--- config.mk ---
export PLATFORM = sky130hd
export DESIGN_NAME = ex_mem_elastic_reg
export DESIGN_NICKNAME = d
export VERILOG_FILES = /design/src/rtl/ex_mem_elastic_reg.sv
export SDC_FILE = /design/constraint.sdc
export NUM_CORES = 1
export LEC_CHECK = 0
export BUFFER_PORTS_ARGS = -buffer_cell sky130_fd_sc_hd__buf_2
export CORE_MARGIN = 2
export CORE_UTILIZATION = 54
export DETAILED_ROUTE_END_ITERATION = 12
export PLACE_DENSITY = 0.8
export SLEW_MARGIN = 40
export SYNTH_ARGS = -nofsm -noshare
export SYNTH_HDL_FRONTEND = slang
export SYNTH_SLANG_ARGS = --single-unit
--- constraint.sdc ---
create_clock -name clk -period 15.8 [get_ports clk]
set_input_delay 4.74 -clock clk [delete_from_list [all_inputs] [get_ports clk]]
set_output_delay 4.74 -clock clk [all_outputs]
set_load 0.02 [all_outputs]
--- src/rtl/ex_mem_elastic_reg.sv ---
// Elastic pipeline stage between EX and MEM with valid/ready handshake.
// The main entry M feeds the outputs. An optional skid entry S lets in_ready
// come from a flop. Also provides flush, occupancy and a saturating stall counter.
module ex_mem_elastic_reg #(
    parameter int                 CTRL_W      = 6,
    parameter logic [CTRL_W-1:0]  CTRL_RST    = {CTRL_W{1'b0}},
    parameter int                 DATA_W      = 161,
    parameter int                 SKID        = 1,
    parameter int                 STALL_CNT_W = 16
) (
    input  logic                   clk,
    input  logic                   rst,
    input  logic                   in_valid,
    output logic                   in_ready,
    input  logic [CTRL_W-1:0]      in_ctrl,
    input  logic [DATA_W-1:0]      in_data,
    input  logic                   flush,
    output logic                   out_valid,
    input  logic                   out_ready,
    output logic [CTRL_W-1:0]      out_ctrl,
    output logic [DATA_W-1:0]      out_data,
    output logic [1:0]             level,
    output logic [STALL_CNT_W-1:0] stall_cnt
);

    // The encoding doubles as the occupancy count.
    typedef enum logic [1:0] {
        S_EMPTY = 2'd0,
        S_ONE   = 2'd1,
        S_TWO   = 2'd2
    } state_t;

    state_t                  state_q, state_d;
    logic [CTRL_W-1:0]       m_ctrl_q, m_ctrl_d, s_ctrl_q, s_ctrl_d;
    logic [DATA_W-1:0]       m_data_q, m_data_d, s_data_q, s_data_d;
    logic                    in_ready_q, in_ready_d;
    logic [STALL_CNT_W-1:0]  stall_q, stall_d;
    logic                    in_fire, out_fire;

    // Handshake and output decode. With SKID = 0 the stage accepts a word
    // whenever the head is leaving in the same cycle.
    always_comb begin
        out_valid = (state_q != S_EMPTY);
        in_ready  = (SKID != 0) ? in_ready_q : (!out_valid || out_ready);
        in_fire   = in_valid && in_ready;
        out_fire  = out_valid && out_ready;
        out_ctrl  = out_valid ? m_ctrl_q : CTRL_RST;
        out_data  = m_data_q;
        level     = state_q;
        stall_cnt = stall_q;
    end

    // Next-state and datapath. Flush overrides everything. It leaves the data
    // registers alone; the masked control field already marks them dead.
    always_comb begin
        state_d  = state_q;
        m_ctrl_d = m_ctrl_q;
        m_data_d = m_data_q;
        s_ctrl_d = s_ctrl_q;
        s_data_d = s_data_q;
        if (flush) begin
            state_d  = S_EMPTY;
            m_ctrl_d = CTRL_RST;
            s_ctrl_d = CTRL_RST;
        end else begin
            case (state_q)
                S_EMPTY: begin
                    if (in_fire) begin
                        state_d  = S_ONE;
                        m_ctrl_d = in_ctrl;
                        m_data_d = in_data;
                    end
                end
                S_ONE: begin
                    if (in_fire && (out_fire || SKID == 0)) begin
                        // Head leaves as the new word arrives. Without a skid
                        // entry in_ready implies out_ready, so this is the only case.
                        m_ctrl_d = in_ctrl;
                        m_data_d = in_data;
                    end else if (in_fire) begin
                        state_d  = S_TWO;
                        s_ctrl_d = in_ctrl;
                        s_data_d = in_data;
                    end else if (out_fire) begin
                        state_d  = S_EMPTY;
                        m_ctrl_d = CTRL_RST;
                    end
                end
                S_TWO: begin
                    if (out_fire) begin
                        state_d  = S_ONE;
                        m_ctrl_d = s_ctrl_q;
                        m_data_d = s_data_q;
                        s_ctrl_d = CTRL_RST;
                    end
                end
                default: begin
                    state_d  = S_EMPTY;
                    m_ctrl_d = CTRL_RST;
                    s_ctrl_d = CTRL_RST;
                end
            endcase
        end
        in_ready_d = (state_d != S_TWO);
    end

    // Saturating count of stalled cycles; only reset clears it.
    always_comb begin
        stall_d = stall_q;
        if (out_valid && !out_ready && !(&stall_q))
            stall_d = stall_q + {{(STALL_CNT_W-1){1'b0}}, 1'b1};
    end

    // State registers with asynchronous reset.
    always_ff @(posedge clk or posedge rst) begin
        if (rst) begin
            state_q    <= S_EMPTY;
            m_ctrl_q   <= CTRL_RST;
            m_data_q   <= '0;
            s_ctrl_q   <= CTRL_RST;
            s_data_q   <= '0;
            in_ready_q <= 1'b1;
            stall_q    <= '0;
        end else begin
            state_q    <= state_d;
            m_ctrl_q   <= m_ctrl_d;
            m_data_q   <= m_data_d;
            s_ctrl_q   <= s_ctrl_d;
            s_data_q   <= s_data_d;
            in_ready_q <= in_ready_d;
            stall_q    <= stall_d;
        end
    end

endmodule

==> results.tsv <==
metric	value	unit
outcome	complete, no violations	
CTS tree	built	
cts repair resizes	0	
max-slew violations	0	
Slew @ Worst Pin	0.818	ns
number of synthesized flops with an enable pin	0	
number of port buffers	358	
final WL	35.6	mm
fillers	2008	
First-pass DRT Iterations	5	
mapped cell area	14900	sq um
Core Footprint	27000	sq um
fin crit share	43.5	%
via count	11500	
unrepaired setup endpoints after global routing	false	
crit path capture type	register	
vias per cell	5.56	
post-CTS setup buffer count	0	
Die Height	170	um
register area share after synthesis	59.3	%
antenna violations before repair	9	
skew final	0.0109	ns
Post-DRT Antenna Nets	0	
starting density of the core	55.1	%
Mapped Cells	1369	
Hold Path Class	register to register	
P&R area growth vs syn	21.0	%
post-synth cell types	48	
I/O pin count	359	
DP Worst Slack	8.18	ns
DR WL/cell	17.3	um
Cell Count, Final, Fillers Out	2061	
Final Util	66.7	%
1st-iter DRT viols	901	
Critical Path Fanout Max	92	
# setup viols final	0	
WP data required	16.23	ns
CTS sink count	353	
post-route cell area	18000	sq um
synth warn	0	
Die X	170	um
Total Power	2.67	mW
leakage	8.47	nW
first-pass GRT wire length	57.0	mm
Max Cap Viol	0	
CTS Hold Buffers Added	0	
CP arrival	7.31	ns
routability congestion estimate	0.816	
Worst-Skew Late Latency	0.51	ns
die area	28900	sq um
largest cells by area after synthesis	dfrtp_1, mux2_2, nand2_1	
FF+latch count, synth	353	
total track usage	24.5	%
Peak supply drop	104	uV
post-DP HPWL	23.2	mm
CTS Buffer Depth	3	
hold wc startpoint	m_ctrl_q[0]	
number of global-route vias before repair	11300	
fraction of layout cells with a size suffix above 1	35.2	%
sum of negative setup slack	0	ns
TritonCTS Buffers	38	
syn_area_per_cell	10.9	sq um
worst r2r src	level[1]	
area leader, netlist	dfrtp_1	
largest net degree at the start of global routing	106	
Final WS setup	8.92	ns
dpl cells	1989	
Fmax	145	MHz
syn_nets	1542	
global route total overflow	0	
Synth async-reset ratio	100	%
Root Driver	clkbuf_16	
hold_ws	0.475	ns
max_slew headroom	45.4	%
Final Critical Period	6.88	ns
Final Hold Viols	0	
Crit Path Class	input port to register	
Placement Cell Area	16800	sq um
Crit. Startpoint	out_ready	
# rows	60	
Reg clk slew, reported paths	0.06	ns
nets@finish	1861	
top_reg_cell synth	dfrtp_1	
startpoint types	input port	
Yosys top cell area share	59.2	%
PwrDens	148	nW/um^2
DRC violations left	0	
H-Tree Depth	2	
[metal layers]
metal  track usage, %  wire length (um)  vias to the layer above
met5                0                49                        -
met2             39.8             16900                      393
met3             8.16              3190                       82
li1                 -                 -                     5315
met4             9.22              1130                        8
met1             30.5             14400                     5653
[report_power, final]
part           switching [mW]  total (mW)  internal (mW)
sequential              0.118        1.24           1.12
combinational           0.309       0.549          0.240
clock                   0.345       0.875          0.530
[kinds of logic (layout without fill, tap and decap cells)]
family	Yosys count	count (layout)	synth area share [%]
compound gates	185	185	8.07
other cells	0	5	0
buf+inv	103	449	3.99
flops	353	353	59.3
xor+xnor	16	16	0.941
simple gates	543	543	14.7
fa+ha+maj	1	1	0.0840
mux	168	168	12.9
[layout by cell type, fill, tap and decap left out, types with 3 or more instances in the layout]
cell | synthesis | layout
buf_2 | 52 | 358
nand3_1 | 6 | 6
buf_6 | 10 | 5
diode_2 | 0 | 5
mux2i_1 | 6 | 6
clkbuf_1 | 16 | 11
nor2_1 | 167 | 167
nand4_1 | 7 | 7
xnor2_1 | 12 | 12
nand2_1 | 331 | 331
o21ai_0 | 3 | 3
dfrtp_1 | 352 | 352
inv_1 | 9 | 8
mux2_4 | 9 | 9
a22oi_1 | 6 | 6
mux2_2 | 153 | 153
a21oi_1 | 3 | 3
a31oi_1 | 161 | 161
o2bb2ai_1 | 6 | 6
nor2b_1 | 8 | 7
clkbuf_16 | 0 | 41
buf_4 | 15 | 6
and4_1 | 3 | 3
xor2_1 | 4 | 4
clkbuf_8 | 0 | 5
clkinv_2 | 0 | 6
[cells in the mapped netlist (2+ instances only)]
library cell  count
a21oi_1           3
a22oi_1           6
a31oi_1         161
and4_1            3
buf_2            52
buf_4            15
buf_6            10
clkbuf_1         16
dfrtp_1         352
inv_1             9
mux2_2          153
mux2_4            9
mux2i_1           6
nand2_1         331
nand2b_1          2
nand3_1           6
nand3b_1          2
nand4_1           7
nand4b_1          2
nor2_1          167
nor2b_1           8
nor3_1            2
o21ai_0           3
o2bb2ai_1         6
xnor2_1          12
xor2_1            4
[cell type report]
cell class	instances	area [sq um]	share of cell area [%]
multi-input cells	913	5480	30.4
clock buffers	57	1140	6.31
repair buffers	373	1980	11.0
inverters	9	41.3	0.229
well taps	341	427	2.37
flip-flops and latches	353	8830	49.0
clock inverters	10	106	0.590
diodes	5	12.5	0.0694
[critical path: stages]
cell	delay, ns
buf_2	0.16
nand4b_1	0.18
a31oi_4	0.51
buf_4	0.70
buf_6	0.59
nor2_1	0.12
a31oi_1	0.19
[path summary, 6_finish.rpt]
| kind | endpoint | slack (ns) | cells past startpoint |
|---|---|---|---|
| setup reg to reg | out_data[21] | 12.59 | 6 |
| min in group asynchronous | out_data[97] | 4.35 | 2 |
| hold reg to reg | m_ctrl_q[0] | 0.47 | 1 |
| max in group asynchronous | out_data[132] | 10.09 | 4 |
| setup / recovery | out_data[21] | 8.92 | 7 |
| hold / removal | m_ctrl_q[0] | 0.47 | 1 |
[registers in the layout (all words and copies together) (netlist names)]
signal,flops
in_ready,1
level,2
m_ctrl_q,6
out_data,161
s_ctrl_q,6
s_data_q,161
stall_cnt,16
No activity file was read; power rests on OpenSTA's default activity.
